**config.mk**
```make
export PLATFORM = sky130hd
export DESIGN_NAME = demux16_seq
export DESIGN_NICKNAME = d
export VERILOG_FILES = /design/src/rtl/demux16_pkg.sv /design/src/rtl/demux16_seq_ctrl.sv /design/src/rtl/demux16_seq.sv
export SDC_FILE = /design/constraint.sdc
export NUM_CORES = 1
export LEC_CHECK = 0
export CORE_ASPECT_RATIO = 1.4
export CORE_UTILIZATION = 49
export CTS_CLUSTER_SIZE = 10
export DETAILED_ROUTE_END_ITERATION = 12
export PLACE_DENSITY_LB_ADDON = 0.25
export REMOVE_ABC_BUFFERS = 1
export SETUP_SLACK_MARGIN = 0.1
export SLEW_MARGIN = 5
export SYNTH_ARGS = -nofsm -noshare
export SYNTH_HDL_FRONTEND = slang
export SYNTH_SLANG_ARGS = --single-unit
```
**constraint.sdc**
```tcl
create_clock -name clk_pad -period 2 [get_ports clk_pad]
set_clock_uncertainty 0.05 [all_clocks]
set_input_delay 0.4 -clock clk_pad [delete_from_list [all_inputs] [get_ports clk_pad]]
set_output_delay 0.4 -clock clk_pad [all_outputs]
set_load 0.02 [all_outputs]
```
**src/rtl/demux16_pkg.sv**
```systemverilog
// Shared types and constants for the demux16_seq serial-to-parallel collector.
// Latency: n/a (types only).
// Backpressure: n/a (types only).
package demux16_pkg;

    localparam int SEL_W  = 4;
    localparam int WORD_W = 16;

    typedef logic [WORD_W-1:0] word_t;
    typedef logic [SEL_W-1:0]  sel_t;

    typedef enum logic [1:0] {
        IDLE = 2'd0,
        FILL = 2'd1,
        FULL = 2'd2
    } state_e;

    // Even parity bit of a word: 1 when the word holds an odd number of ones.
    function automatic logic even_par(input word_t w);
        return ^w;
    endfunction

endpackage

```
**src/rtl/demux16_seq_ctrl.sv**
```systemverilog
// Control for demux16_seq: mode FSM, AUTO bit counter, word handshake and skid control.
// Latency: all state changes land on the next rising clock edge.
// Backpressure: ready_o drops only in FULL (second word done, first un-acked); en_i=0 freezes beats.
//
// Ports:
//   clk_i, rst_i          clock, async active-high reset
//   en_i, valid_i         global enable and beat valid
//   auto_i                AUTO/MANUAL request, acted on in IDLE (and at word boundary in FILL)
//   word_ack_i            consumer acknowledge of word_valid_o
//   ready_o               beat ready
//   word_valid_o          dout holds a complete AUTO word
//   cnt_o                 AUTO bit index
//   man_wr_o              MANUAL write of dout[sel]
//   sh_wr_o               write shadow[cnt] (bits 0..14)
//   ld_direct_o           load dout from shadow + current din (word completes, slot free)
//   skid_wr_o             capture last beat in the skid bit (word completes, slot busy)
//   ld_skid_o             load dout from shadow + skid bit (pending word acked)
import demux16_pkg::*;

module demux16_seq_ctrl (
    input  logic clk_i,
    input  logic rst_i,
    input  logic en_i,
    input  logic valid_i,
    input  logic auto_i,
    input  logic word_ack_i,
    output logic ready_o,
    output logic word_valid_o,
    output sel_t cnt_o,
    output logic man_wr_o,
    output logic sh_wr_o,
    output logic ld_direct_o,
    output logic skid_wr_o,
    output logic ld_skid_o
);

    state_e state_q, state_d;
    sel_t   cnt_q, cnt_d;
    logic   wv_q, wv_d;
    logic   accept;

    // The operating mode is carried by the state itself: IDLE is MANUAL,
    // FILL/FULL are AUTO, so no separate mode flop is kept.
    assign ready_o      = (state_q != FULL);
    assign accept       = valid_i & ready_o & en_i;
    assign word_valid_o = wv_q;
    assign cnt_o        = cnt_q;

    always_ff @(posedge clk_i or posedge rst_i) begin
        if (rst_i) begin
            state_q <= IDLE;
            cnt_q   <= '0;
            wv_q    <= 1'b0;
        end else begin
            state_q <= state_d;
            cnt_q   <= cnt_d;
            wv_q    <= wv_d;
        end
    end

    always_comb begin
        state_d     = state_q;
        cnt_d       = cnt_q;
        wv_d        = wv_q;
        man_wr_o    = 1'b0;
        sh_wr_o     = 1'b0;
        ld_direct_o = 1'b0;
        skid_wr_o   = 1'b0;
        ld_skid_o   = 1'b0;

        // Handshake completes independently of en_i; a same-cycle reload below
        // overrides the clear so an acked-and-replaced word stays valid.
        if (wv_q && word_ack_i) begin
            wv_d = 1'b0;
        end

        unique case (state_q)
            IDLE: begin
                if (en_i) begin
                    if (auto_i) begin
                        state_d = FILL;
                        cnt_d   = '0;
                    end else if (accept) begin
                        man_wr_o = 1'b1;
                    end
                end
            end

            FILL: begin
                if (en_i) begin
                    if ((cnt_q == '0) && !auto_i) begin
                        // Mode change honoured only on a word boundary.
                        state_d = IDLE;
                    end else if (accept) begin
                        if (cnt_q == sel_t'(WORD_W - 1)) begin
                            cnt_d = '0;
                            if (!wv_q || word_ack_i) begin
                                ld_direct_o = 1'b1;
                                wv_d        = 1'b1;
                            end else begin
                                skid_wr_o = 1'b1;
                                state_d   = FULL;
                            end
                        end else begin
                            sh_wr_o = 1'b1;
                            cnt_d   = cnt_q + 4'd1;
                        end
                    end
                end
            end

            FULL: begin
                // word_valid is necessarily 1 here; the ack swaps in the held word.
                if (word_ack_i) begin
                    ld_skid_o = 1'b1;
                    wv_d      = 1'b1;
                    state_d   = FILL;
                end
            end

            default: begin
                state_d = IDLE;
            end
        endcase
    end

endmodule

```
**src/rtl/demux16_seq.sv**
```systemverilog
// Registered 1-to-16 demux / serial-to-parallel collector (MANUAL select or AUTO word assembly).
// Latency: 1 cycle from accepted beat to dout_pad / word_valid_pad update.
// Backpressure: ready_pad=0 only while a second completed word waits behind an un-acked one.
//
// Ports:
//   clk_pad, rst_pad      clock (rising edge), async active-high reset
//   din_pad               serial data bit
//   sel_pad               MANUAL target bit index (ignored in AUTO)
//   en_pad                global enable; 0 blocks every beat
//   auto_pad              1=AUTO sequencer, 0=MANUAL
//   valid_pad / ready_pad beat handshake
//   dout_pad              demuxed word
//   word_valid_pad        AUTO word complete; word_ack_pad acknowledges it
//   cnt_pad               AUTO bit index
// Optional build macro DEMUX16_PARITY_EN adds par_in_pad (parity sent with the
// last beat), parity_pad (registered even parity of dout_pad) and par_err_pad
// (one-cycle pulse when par_in_pad disagrees with the completed word).
import demux16_pkg::*;

module demux16_seq #(
    parameter word_t RST_VAL = 16'h0000
) (
    input  logic        clk_pad,
    input  logic        rst_pad,
    input  logic        din_pad,
    input  logic [3:0]  sel_pad,
    input  logic        en_pad,
    input  logic        auto_pad,
    input  logic        valid_pad,
    output logic        ready_pad,
    output logic [15:0] dout_pad,
    output logic        word_valid_pad,
    input  logic        word_ack_pad,
`ifdef DEMUX16_PARITY_EN
    input  logic        par_in_pad,
    output logic        parity_pad,
    output logic        par_err_pad,
`endif
    output logic [3:0]  cnt_pad
);

    logic man_wr, sh_wr, ld_direct, skid_wr, ld_skid;
    sel_t cnt;

    demux16_seq_ctrl u_ctrl (
        .clk_i        (clk_pad),
        .rst_i        (rst_pad),
        .en_i         (en_pad),
        .valid_i      (valid_pad),
        .auto_i       (auto_pad),
        .word_ack_i   (word_ack_pad),
        .ready_o      (ready_pad),
        .word_valid_o (word_valid_pad),
        .cnt_o        (cnt),
        .man_wr_o     (man_wr),
        .sh_wr_o      (sh_wr),
        .ld_direct_o  (ld_direct),
        .skid_wr_o    (skid_wr),
        .ld_skid_o    (ld_skid)
    );

    assign cnt_pad = cnt;

    // The shadow holds bits 0..14 only: bit 15 is always taken straight from
    // din_pad on the completing beat, or from the skid bit when that beat had
    // to wait for the consumer.
    word_t                   dout_q, dout_d;
    logic  [WORD_W-2:0]      shadow_q, shadow_d;
    logic                    skid_q, skid_d;

    always_comb begin
        dout_d   = dout_q;
        shadow_d = shadow_q;
        skid_d   = skid_q;
        if (man_wr) begin
            dout_d[sel_pad] = din_pad;
        end
        if (sh_wr) begin
            shadow_d[cnt] = din_pad;
        end
        if (skid_wr) begin
            skid_d = din_pad;
        end
        if (ld_direct) begin
            dout_d = {din_pad, shadow_q};
        end
        if (ld_skid) begin
            dout_d = {skid_q, shadow_q};
        end
    end

    always_ff @(posedge clk_pad or posedge rst_pad) begin
        if (rst_pad) begin
            dout_q   <= RST_VAL;
            shadow_q <= RST_VAL[WORD_W-2:0];
            skid_q   <= 1'b0;
        end else begin
            dout_q   <= dout_d;
            shadow_q <= shadow_d;
            skid_q   <= skid_d;
        end
    end

    assign dout_pad = dout_q;

`ifdef DEMUX16_PARITY_EN
    logic parity_q, par_err_q;

    always_ff @(posedge clk_pad or posedge rst_pad) begin
        if (rst_pad) begin
            parity_q  <= 1'b0;
            par_err_q <= 1'b0;
        end else begin
            parity_q  <= even_par(dout_d);
            // Checked on the completing beat whether the word loads now or waits in skid.
            par_err_q <= (ld_direct | skid_wr) &&
                         (par_in_pad != even_par({din_pad, shadow_q}));
        end
    end

    assign parity_pad  = parity_q;
    assign par_err_pad = par_err_q;
`endif

endmodule

```
-- Word level (Yosys, flattened, before mapping)
Index checks and enable logic that the tools add are counted.
- muxes and demuxes: 56
- equality and inequality tests: 13
- order comparisons: 4
- $add $sub $neg: 1
- bitwise operators: 2
- reductions and logical operators: 13
- operators by type and width (kind ; count):
    16-bit 2-to-1 mux ; 3
    1-bit 2-to-1 mux ; 32
    4-bit 2-to-1 mux ; 6
    16-bit bitwise mux ; 1
    2-bit 2-to-1 mux ; 8
    15-bit bitwise mux ; 1
    2-bit inequality test (second input constant) ; 6
    4-bit by 5-bit less-than comparator with 1-bit output (second input constant) ; 2
    1-bit demux with 4-bit select ; 2
    4-bit by 1-bit >= comparator with 1-bit output (second input constant) ; 2
    4-bit case mux with 2 select lines ; 1
    7-bit AND reduction ; 1
    3-bit by 1-bit inequality test with 1-bit output (second input constant) ; 2
    2-bit case mux with 3 select lines ; 1
    6-bit AND reduction ; 1
    4-bit by 1-bit adder with 4-bit output (second input constant) ; 1
    4-bit == test (second input constant) ; 1
    1-bit logical AND ; 4
    4-bit zero test ; 1
    3-bit by 2-bit inequality test with 1-bit output (second input constant) ; 1
    3-bit nonzero test ; 1
    1-bit bitwise AND ; 2
    2-bit by 1-bit == test with 1-bit output (second input constant) ; 1
    2-bit == test (second input constant) ; 1
    6 further kinds ; 7
- output and inout bits: 22
- logic and storage cells: 95
- input bits: 11
- flip-flop bits (word level): 39

-- Logic depth before layout (Yosys ltp)
- depth in word-level cells: 10
- mapped depth: 9
- depth with buffers taken out: 6

-- By module
A second synthesis with hierarchy kept.
- cell total of the unflattened synthesis: 227
- area total of the unflattened synthesis: 2193.4 um^2
- modules (own cells, without submodules) (module ; instances ; cells an instance ; area an instance (um^2) ; sequential area each (um^2)):
    demux16_seq ; 1 ; 161 ; 1621.6 ; 800.8
    demux16_seq_ctrl ; 1 ; 66 ; 571.8 ; 175.2

-- Worst setup path after synthesis
OpenSTA, ideal clock, no wires.
- path kind: register to register
- from: reg u_ctrl.cnt_q[0] (netlist: u_ctrl.cnt_o[0])
- to: reg shadow_q[10]
- setup slack: -0.287 ns
- buffers on the path: 2
- cell stages (with the launch flop): 9
- data required time: 1.823 ns
- period minus slack after synthesis: 2.287 ns
- setup time: 0.127 ns
- arrival time: 2.110 ns
- cell sequence: dfrtp_1 inv_1 ha_1 or4b_4 and4_4 buf_6 buf_6 nand3_1 mux2_1
- cells in the longest elaborated chain, start to end: 6
- elaborated cells between the ends (all ways): 14
- classes of those cells: order compare: 2; eq/ne: 1; mux: 8; reduce/logical: 3
- RTL lines (element ; line ; source):
    start, declared ; demux16_seq_ctrl.sv:38 ; sel_t cnt_q, cnt_d;
    start signal, assigned ; demux16_seq_ctrl.sv:56 ; cnt_q <= cnt_d;
    parallel branches: the longest is 6 deep, another holds 4-bit by 5-bit less-than comparator with 1-bit output ; - ;
    end signal, assigned ; demux16_seq.sv:95 ; shadow_q <= RST_VAL[WORD_W-2:0];
    end signal, assigned ; demux16_seq.sv:99 ; shadow_q <= shadow_d;
    end, declared ; demux16_seq.sv:68 ; logic [WORD_W-2:0] shadow_q, shadow_d;
Several ways; the timed one is not identified.
A chain may end at the register's enable or synchronous reset.

-- Worst setup path after layout
- from: in sel_pad[0]
- to: reg dout_q[15] (netlist: dout_pad[15])
- cells in the longest elaborated chain, start to end: 8
- elaborated cells between the ends (all ways): 9
- classes of those cells: order compare: 2; mux: 6; reduce/logical: 1
- RTL lines (element ; line ; source):
    start, declared ; demux16_seq.sv:26 ; input logic [3:0] sel_pad,
    4-bit by 5-bit less-than comparator with 1-bit output (not written as such) or 4-bit by 1-bit >= comparator with 1-bit output (tied branches) ; demux16_seq.sv:76 ; dout_d[sel_pad] = din_pad;
    1-bit logical AND (not written as such) ; demux16_seq.sv:76 ;
    1-bit 2-to-1 mux (not written as such) ; demux16_seq.sv:76 ;
    1-bit demux with 4-bit select (*) ; demux16_seq.sv:76 ;
    16-bit bitwise mux (*) ; demux16_seq.sv:76 ;
    16-bit 2-to-1 mux (*) ; demux16_seq.sv:75 ; if (man_wr) begin
    16-bit 2-to-1 mux (*) ; demux16_seq.sv:84 ; if (ld_direct) begin
    16-bit 2-to-1 mux (*) ; demux16_seq.sv:87 ; if (ld_skid) begin
    end signal, assigned ; demux16_seq.sv:98 ; dout_q <= dout_d;
    end, declared ; demux16_seq.sv:67 ; word_t dout_q, dout_d;
Every way passes the cells marked *; elsewhere a longest branch is shown, timed or not. The select of a mux whose other input is x is not followed.

==> results by group <==
Setup path
  – CP Launch Type: input port
  – Critical-path maximum fanout: 5
  – WP data required: 2.14 ns
  – Crit Path Category: in -> reg
  – Crit. End Element: flop
  – Data arrival time of the critical path: 2.12 ns

Placement
  – Port Buffers: 32
  – Routability cong.: 0.858
  – Dpl hpwl: 3.83 mm
  – Placed Instances: 344

Detailed routing
  – Final wirelength: 6.12 mm
  – Post-DR vias/cell: 5.80
  – DRC: 0
  – 1st-pass router iterations: 4
  – DR vias: 2071
  – DRT antenna net count: 0
  – Metal3 WL: 258 microns
  – Top sig layer: met4
  – Met2 routed WL: 3.14 mm
  – Initial DRC Count: approximately 150
  – Detailed-route wire length per cell: 17.2 microns
  – Met1 Wirelength: 2.61 mm

Yosys
  – Commonest register cell after synthesis: dfrtp_1
  – Yosys warning count: 0
  – Synthesized netlist cell count: about 230
  – Synth Register Bits: 39
  – Post-synth EDFFs: 0
  – Synthesized cell area: 2250 sq um
  – Seq/Total Area, Yosys: 43.3%
  – Avg Cell Area, Syn: between 10 and 15 sq um
  – Ys async rst share: 100%
  – Synth unique cells: 44

STA
  – Final setup TNS: 0 ns
  – Final setup viols: 0
  – Worst Max-Slew Pin Slew: 0.596 ns
  – Final Cycle Share: 99.1%
  – Minimum clock period: 1.98 ns
  – Number of hold violations in the final report: 0
  – FMAX: 504 MHz
  – Slew Limit Fails: 0
  – Max_slew headroom: between 60% and 70%
  – RSZ-0062 raised after global routing: yes

Pwr
  – Pleak: 1.54 nW
  – Worst vdd ir: roughly 0.62 mV
  – Pwr Total: 3.39 mW
  – Pwr dens: 1040 nW/um^2

Floorplan
  – I/O pin total: 33
  – Chip width: 59.3 microns
  – Row count: 28
  – Total core area: approximately 4300 sq um
  – Starting density of the core: between 50% and 60%
  – Die footprint: 4870 sq um
  – Die height: 82.2 microns

Worst hold path
  – Min-Delay Path Class: reg -> reg

GRT
  – Antenna violations before repair: 0
  – Global-route wire length before repair: between 9 and 10 mm
  – Number of global-route vias before repair: 1933
  – Remaining Overflow, GRT: 0
  – Tot GR Track Use: 25.8%
  – Largest net degree at the start of global routing: 40

Finish
  – # diodes: 0
  – Layout cells sized above 1: 35.4%
  – Fin util: 75.5%
  – Multi-input combinational cell area: 1420 sq um
  – Area grow syn2layout: 44.4%
  – Fillcell total: 300
  – # nets final: roughly 320
  – Reg area: 976 sq um
  – Non-filler instance count after layout: 357

Run
  – Max-cap violations: 0

Clocking
  – CTS Buffer Depth: 2
  – Clock Latency Late Sink: 0.29 ns
  – CTS tree: built
  – CTS clk-pin slew, worst paths: 0.09 ns
  – Clock buffer count from CTS: 5
  – CTS Sinks: 39
  – H-tree depth: 2
  – Root Driver: clkbuf_8

Outcome
  – Outcome: finished, final reports clean
registers in the layout, indices dropped and copies added (netlist names):
register and count:
shadow_q 15, dout_pad 16, u_ctrl.state_q 2, u_ctrl.cnt_o 4, u_ctrl.word_valid_o 1, skid_q 1
per-stage QoR:
| stage | cell area [sq um] | hold WS (ns) | worst slack, ns |
|---|---|---|---|
| 4_1_cts | 3150 | 0.461 | 0.0722 |
| 3_3_place_gp | 2880 | 0.419 | -0.247 |
| 5_1_grt | 3250 | 0.473 | -0.0297 |
| 2_1_floorplan | 2180 | 0.414 | -1.06 |
| 3_5_place_dp | 2880 | 0.436 | -0.247 |
| 6_report | 3250 | 0.458 | 0.0177 |
synth_stat cells (3+ instances only):
library cell / count / share of area (%)
ha_1: 8 / 4.4
mux2_1: 11 / 5.5
nor2_1: 16 / 2.7
nor3_1: 3 / 0.67
mux2_2: 7 / 3.5
clkbuf_1: 5 / 0.83
nand2b_1: 5 / 1.4
buf_2: 4 / 0.89
inv_1: 8 / 1.3
nand3_1: 28 / 6.2
a21oi_1: 16 / 3.6
mux2i_1: 14 / 6.2
nand2_1: 8 / 1.3
nand4_1: 10 / 2.8
dfrtp_1: 39 / 43
nor2b_1: 5 / 1.4
nor4b_1: 4 / 1.6
timing repair:
item                                    in CTS  in global routing
buffers inserted                             3                  1
gates resized for setup                     34                 23
endpoints found under the setup margin      23                 40
hold buffers                                 0                  0
gates cloned                                 1                  0
pin swaps                                    6                  9
final cells by class:
class	instances	area share, %
clock buffers	5	2.12
clock inverters	3	0.731
inverters	8	0.923
multi-input cells	166	43.7
flip-flops and latches	39	30.0
well taps	60	2.31
repair buffers	76	20.2
cells in the final DEF, fill, tap and decap left out, types with 8 or more instances in the layout:
| cell type | netlist | layout |
|---|---|---|
| buf_4 | 2 | 42 |
| dfrtp_1 | 39 | 39 |
| clkdlybuf4s50_1 | 0 | 29 |
| nor2_1 | 16 | 16 |
| nand3_1 | 28 | 15 |
| a21oi_1 | 16 | 15 |
| mux2i_1 | 14 | 14 |
| nand3_2 | 0 | 12 |
| mux2_4 | 0 | 12 |
| nand4_1 | 10 | 10 |
| nand2_1 | 8 | 8 |
worst max-delay path, stage by stage:
cell	delay, ns
clkdlybuf4s50_1	0.48
nand2_1	0.24
or4_1	0.57
nand2_1	0.12
mux2_4	0.30
per-layer routing:
| metal | vias up | global-route usage (%) |
|---|---|---|
| li1 | 966 | - |
| met1 | 1037 | 32.6 |
| met2 | 55 | 42.1 |
| met3 | 13 | 5.30 |
| met4 | 0 | 11.7 |
| met5 | - | 0 |
kinds of logic (layout without fill, tap and decap cells):
family / count (synthesis) / after routing / share of synthesized area, %
compound gates: 32 / 32 / 8.89
fa+ha+maj: 8 / 8 / 4.44
buf+inv: 21 / 92 / 4.72
flops: 39 / 39 / 43.3
mux: 32 / 32 / 15.2
simple gates: 93 / 94 / 23.4
path summary, 6_finish.rpt:
path                                                from                            end  slack [ns]  cells after the start
max                                           sel_pad[0]       dout_pad[15]$_DFFE_PP0P_        0.02                      5
min                             shadow_q[10]$_DFFE_PP0P_       shadow_q[10]$_DFFE_PP0P_        0.46                      1
max reg2reg                u_ctrl.state_q[1]$_DFFE_PP0P_       dout_pad[15]$_DFFE_PP0P_        0.02                      6
min reg2reg                     shadow_q[10]$_DFFE_PP0P_       shadow_q[10]$_DFFE_PP0P_        0.46                      1
max in group asynchronous                        rst_pad        dout_pad[8]$_DFFE_PP0P_        1.07                      3
min in group asynchronous                        rst_pad  u_ctrl.word_valid_o$_DFF_PP0_        0.47                      3
report_power, final:
group / internal (mW) / switching [mW]
Clock: 0.250 / 0.313
Combinational: 0.806 / 0.869
Sequential: 1.01 / 0.136
Power figures use the tool's default switching activity.
